[config.mk]
export PLATFORM = sky130hd
export DESIGN_NAME = cstl_scramble_map
export DESIGN_NICKNAME = d
export VERILOG_FILES = /design/src/rtl/cstl_scramble_map.sv
export SDC_FILE = /design/constraint.sdc
export NUM_CORES = 1
export LEC_CHECK = 0
export BUFFER_PORTS_ARGS = -buffer_cell sky130_fd_sc_hd__buf_2
export CELL_PAD_IN_SITES_DETAIL_PLACEMENT = 1
export CELL_PAD_IN_SITES_GLOBAL_PLACEMENT = 1
export CORE_MARGIN = 4
export CORE_UTILIZATION = 40
export DETAILED_ROUTE_END_ITERATION = 8
export PLACE_DENSITY_LB_ADDON = 0.1
export SETUP_SLACK_MARGIN = 0.02
export SLEW_MARGIN = 10
export SYNTH_ARGS = -nofsm -noshare
export SYNTH_HDL_FRONTEND = slang
export SYNTH_SLANG_ARGS = --single-unit
[constraint.sdc]
create_clock -name clk -period 2.5 [get_ports clk]
set_clock_uncertainty 0.05 [all_clocks]
set_input_delay 0.25 -clock clk [delete_from_list [all_inputs] [get_ports clk]]
set_output_delay 0.25 -clock clk [all_outputs]
set_load 0.02 [all_outputs]
[src/rtl/cstl_scramble_map.sv]
// rtl/cstl_scramble_map.sv - Gray constellation mapper with LFSR-driven k*90 deg phase scrambling
//
// cstl_lfsr9: 9-bit Fibonacci LFSR (x^9+x^5+1) with synchronous reseed.
//   clk, rst   : clock, async active-high reset (state -> SEED)
//   step       : advance one position
//   reseed     : with step, load SEED instead of the stepped value
//   state      : current register contents
//
// cstl_scramble_map: two-stage mapper feeding the IFFT input buffer.
//   clk, rst   : clock, async active-high reset
//   di         : tone word (16QAM uses di[3:0], QPSK uses di[3:2])
//   di_vld     : tone word valid, single-cycle pulses
//   di_sym_end : last sub-carrier of the OFDM symbol, qualified by di_vld
//   err_clr    : clears sc_err
//   do_re      : rotated in-phase sample, signed OW bits
//   do_im      : rotated quadrature sample, signed OW bits
//   do_vld     : output valid, two clocks after di_vld
//   do_sym_end : symbol end, aligned with do_vld
//   sc_err     : sticky symbol/sub-carrier alignment error

module cstl_lfsr9 #(
  parameter logic [8:0] SEED = 9'h1FF
) (
  input  logic       clk,
  input  logic       rst,
  input  logic       step,
  input  logic       reseed,
  output logic [8:0] state
);

  always_ff @(posedge clk or posedge rst) begin
    if (rst) begin
      state <= SEED;
    end else if (step) begin
      state <= reseed ? SEED : {state[7:0], state[8] ^ state[4]};
    end
  end

endmodule

module cstl_scramble_map #(
  parameter int          QAM16    = 1,
  parameter int          N_SC     = 256,
  parameter int          OW       = 8,
  parameter int          UNIT     = 32,
  parameter int          QPSK_AMP = 64,
  parameter logic [8:0]  SEED     = 9'h1FF
) (
  input  logic                 clk,
  input  logic                 rst,
  input  logic [3:0]           di,
  input  logic                 di_vld,
  input  logic                 di_sym_end,
  input  logic                 err_clr,
  output logic signed [OW-1:0] do_re,
  output logic signed [OW-1:0] do_im,
  output logic                 do_vld,
  output logic                 do_sym_end,
  output logic                 sc_err
);

  localparam int CW = (N_SC > 1) ? $clog2(N_SC) : 1;

  localparam logic signed [OW-1:0] LVL_1 = OW'(UNIT);
  localparam logic signed [OW-1:0] LVL_3 = OW'(3 * UNIT);
  localparam logic signed [OW-1:0] LVL_Q = OW'(QPSK_AMP);

  // Gray pair, first-received bit is the MSB: 00,01,11,10 -> -3U,-U,+U,+3U
  function automatic logic signed [OW-1:0] gray16(input logic b_first, input logic b_second);
    logic signed [OW-1:0] lvl;
    case ({b_first, b_second})
      2'b00:   lvl = -LVL_3;
      2'b01:   lvl = -LVL_1;
      2'b11:   lvl = LVL_1;
      default: lvl = LVL_3;
    endcase
    return lvl;
  endfunction

  logic [8:0]           lfsr;
  logic [CW-1:0]        sc_cnt;
  logic                 last_sc;
  logic                 early_end;
  logic                 miss_end;
  logic signed [OW-1:0] map_i;
  logic signed [OW-1:0] map_q;

  logic                 s1_vld;
  logic                 s1_end;
  logic signed [OW-1:0] s1_i;
  logic signed [OW-1:0] s1_q;
  logic [1:0]           s1_r;

  // The last sub-carrier of a symbol still uses the pre-reseed rotation code,
  // because r is sampled from the current state before the reseed lands.
  cstl_lfsr9 #(.SEED(SEED)) u_lfsr (
    .clk    (clk),
    .rst    (rst),
    .step   (di_vld),
    .reseed (di_vld & di_sym_end),
    .state  (lfsr)
  );

  assign last_sc   = (sc_cnt == CW'(N_SC - 1));
  assign early_end = di_vld &  di_sym_end & ~last_sc;
  assign miss_end  = di_vld & ~di_sym_end &  last_sc;

  always_comb begin
    map_i = '0;
    map_q = '0;
    if (QAM16 != 0) begin
      map_i = gray16(di[0], di[1]);
      map_q = gray16(di[2], di[3]);
    end else begin
      map_i = di[2] ? LVL_Q : -LVL_Q;
      map_q = di[3] ? LVL_Q : -LVL_Q;
    end
  end

  // Sub-carrier counter and sticky alignment error. A missing end wraps the
  // count so the next symbol starts fresh, but does not reseed the LFSR.
  always_ff @(posedge clk or posedge rst) begin
    if (rst) begin
      sc_cnt <= '0;
      sc_err <= 1'b0;
    end else begin
      if (di_vld) begin
        if (di_sym_end || last_sc) begin
          sc_cnt <= '0;
        end else begin
          sc_cnt <= sc_cnt + 1'b1;
        end
      end
      if (early_end || miss_end) begin
        sc_err <= 1'b1;
      end else if (err_clr) begin
        sc_err <= 1'b0;
      end
    end
  end

  // Stage 1: Gray map, capture rotation code alongside the sample
  always_ff @(posedge clk or posedge rst) begin
    if (rst) begin
      s1_vld <= 1'b0;
      s1_end <= 1'b0;
      s1_i   <= '0;
      s1_q   <= '0;
      s1_r   <= 2'd0;
    end else begin
      s1_vld <= di_vld;
      s1_end <= di_vld & di_sym_end;
      if (di_vld) begin
        s1_i <= map_i;
        s1_q <= map_q;
        s1_r <= lfsr[1:0];
      end
    end
  end

  // Stage 2: rotate by r*90 deg; samples hold when no valid arrives
  always_ff @(posedge clk or posedge rst) begin
    if (rst) begin
      do_vld     <= 1'b0;
      do_sym_end <= 1'b0;
      do_re      <= '0;
      do_im      <= '0;
    end else begin
      do_vld     <= s1_vld;
      do_sym_end <= s1_end;
      if (s1_vld) begin
        case (s1_r)
          2'd0: begin
            do_re <= s1_i;
            do_im <= s1_q;
          end
          2'd1: begin
            do_re <= -s1_q;
            do_im <= s1_i;
          end
          2'd2: begin
            do_re <= -s1_i;
            do_im <= -s1_q;
          end
          default: begin
            do_re <= s1_q;
            do_im <= -s1_i;
          end
        endcase
      end
    end
  end

endmodule

==> impl_metrics.yaml <==
place:
  place.gp.congestion: 0.7282
  port_buffers: 17
  dpl.hpwl_um: 2526
  dp_slack_ps: 678.4
cts:
  cts_root_buf: "clkbuf_8"
  cts_buffer_depth: 2
  ctsHoldBuffers: 0
  cts_tree: "built"
  numCtsBuffers: 5
  path_clk_slew_ps: 70
  clkLatencyLatePin_ps: 280
  cts.sinks: 34
  ctsResizeCount: 0
  htree_levels: 2
  post_cts_buffers: 0
synth:
  yosys_most_used_dff: "dfrtp_1"
  yosysTopAreaCell: "dfrtp_1"
  ys_top_cells_by_area: "dfrtp_1 36%, dfstp_2 14%, buf_4 5.2%"
  synth_edf_count: 0
  synth_warnings: 0
  netlist_instances: 157
  synthDominantCellAreaShare: 0.3613
  ys_seq_area_frac: 0.4978
  synth.ff_latch_count: 34
  netlist_area_mm2: 0.001732
  synth_cell_types: 42
  synthArstFlopShare: 1.000
  syn_avg_cell_area_um2: 11.03
timing:
  fin_setup_tns_ps: 0
  fin_ws_ps: 834.2
  drv_slew: 0
  max_freq_mhz: 600.3
  hold_slack_ps: -10.11
  tightest_slew_ps: 659.8
  rsz0062_at_grt: "no"
  slew-limit-headroom: 0.5601
  post-route-period-util: 0.6663
  period_minus_slack_ps: 1666
  hold_violations: 8
  finalSetupViolCount: 0
route:
  via_per_inst: 5.215
  dr_total_vias: 1163
  drt_iter0_markers: 39
  drt_wl_total_um: 3438
  wl_per_cell_um: 15.42
  drcViolationCount: 0
  dr.pass1.iters: 4
  detail-route-antenna-nets: 0
floorplanning:
  core_mm2: 0.004086
  fp.dieH_um: 73.80
  die-area_mm2: 0.005446
  io_pins: 28
  die_w_um: 73.80
  fp-row-count: 23
  start_util: 0.4238
critical_path:
  cp-start-kind: "register"
  crit_type: "register to register"
  critical_path_peak_fanout: 3
  critPathArrivalTime_ps: 1780
  required_ps: 2610
  critPathCaptureType: "register"
cells_and_area:
  regArea_um2: 862.1
  finish.utilization: 0.4614
  area_delta_synth_final_pct: 8.887
  nets: 188
  num-fill-cells: 480
  n_antenna_cell: 0
  multi_input_area_um2: 735.7
  layout-drive-gt1-share: 0.3121
grt:
  use_met2: 0.2372
  antenna_found_initial: 0
  grtUsageTotal: 0.1444
  grt_use_met1: 0.1815
  grt-busiest-layer: "met2"
  grt_max_degree: 39
  grt_pass1_wl_um: 6009
  grtUsageMet3: 0.03830
  overflow: 0
  grt_pass1_vias: 1232
flow_run:
  maxCapViolations: 0
run_status:
  status: "finished, violations left"
  failed_checks: "hold timing"
pwr:
  power_density_mw_per_mm2: 679.1
  power_leakage_uw: 0.0008385
  ir_drop_mv: 0.3405
worst_hold_path:
  hold_class: "primary input to asynchronous set/reset pin"
## final timing paths
kind | cells after the start | slack (ps) | start | end
min reg2reg | 0 | 290 | s1_end | do_sym_end
min | 3 | -10 | rst | sc_cnt[5]
max in group asynchronous | 3 | 2070 | rst | u_lfsr.state[8]
min in group clk | 3 | 240 | di_sym_end | u_lfsr.state[2]
max reg2reg | 4 | 830 | s1_i[5] | do_im[6]
max | 4 | 830 | s1_i[5] | do_im[6]
## report_power, final
part           switching, uW  internal [uW]
combinational            119           91.4
clock                    188            222
sequential              53.6            607
## critical path, stage by stage, from the launching register on
cell     delay [ps]
dfrtp_1         370
inv_1            70
ha_1            310
mux4_2          470
mux2_2          280
## registers in the layout, indices dropped and copies added (netlist names)
| register | count |
|---|---|
| sc_err | 1 |
| s1_q | 2 |
| s1_end | 1 |
| u_lfsr.state | 9 |
| s1_vld | 1 |
| do_re | 3 |
| do_sym_end | 1 |
| do_vld | 1 |
| s1_i | 3 |
| s1_r | 2 |
| do_im | 2 |
| sc_cnt | 8 |
## placed cells by master (no fill, tap or decap), drive strengths merged, types with 5 or more instances in the layout
cell type / count
mux2: 5
a21oi: 6
inv: 11
o21ai: 9
buf: 18
conb: 10
nor2: 12
clkbuf: 7
dfrtp: 25
nand2b: 6
o22a: 6
ha: 7
dfstp: 9
nand2: 6
## metal layers
metal	up-vias	wire length, um
met2	21	1736
met3	7	151
met5	-	0
li1	550	-
met1	585	1497
met4	0	53
## cell families after synthesis
kind of cell | after synthesis | synth area share
buffers and inverters | 30 | 0.09682
AO/OA/AOI/OAI | 34 | 0.1394
adder cells (fa/ha/maj) | 7 | 0.05058
AND/OR/NAND/NOR | 39 | 0.1272
flip-flops | 34 | 0.4978
XOR/XNOR | 2 | 0.01012
other | 1 | 0.002166
multiplexers | 10 | 0.07586
## through the flow
stage / hold slack [ps] / std cells / power, uW / instance area [um2]
2_1_floorplan: 231.4 / 166 / 830.6 / 1765
3_3_place_gp: 285.1 / 215 / 867.2 / 1794
3_5_place_dp: 286.5 / 215 / 883.3 / 1794
4_1_cts: 11.81 / 223 / 1302 / 1886
5_1_grt: 39.16 / 223 / 1363 / 1886
6_report: -10.11 / 223 / 1280 / 1886
## Yosys cell counts (2+ instances only)
| cell | number |
|---|---|
| a21oi_1 | 6 |
| a22oi_1 | 2 |
| a31oi_1 | 3 |
| buf_2 | 2 |
| buf_4 | 12 |
| clkbuf_1 | 4 |
| dfrtp_1 | 25 |
| dfstp_2 | 9 |
| ha_1 | 7 |
| inv_1 | 11 |
| mux2_2 | 5 |
| mux2i_1 | 3 |
| mux4_2 | 2 |
| nand2_1 | 6 |
| nand2b_1 | 5 |
| nand4_1 | 2 |
| nor2_1 | 12 |
| nor4b_1 | 2 |
| o21ai_0 | 8 |
| o22a_2 | 6 |
| o22ai_1 | 2 |
| or3_1 | 2 |
| xor2_1 | 2 |
## layout make-up
type	instances	area share
repair buffers	18	0.04910
clock buffers	7	0.04579
flip-flops and latches	34	0.4572
clock inverters	1	0.002654
inverters	11	0.02190
well taps	50	0.03318
multi-input cells	102	0.3902
Power figures use the tool's default switching activity.
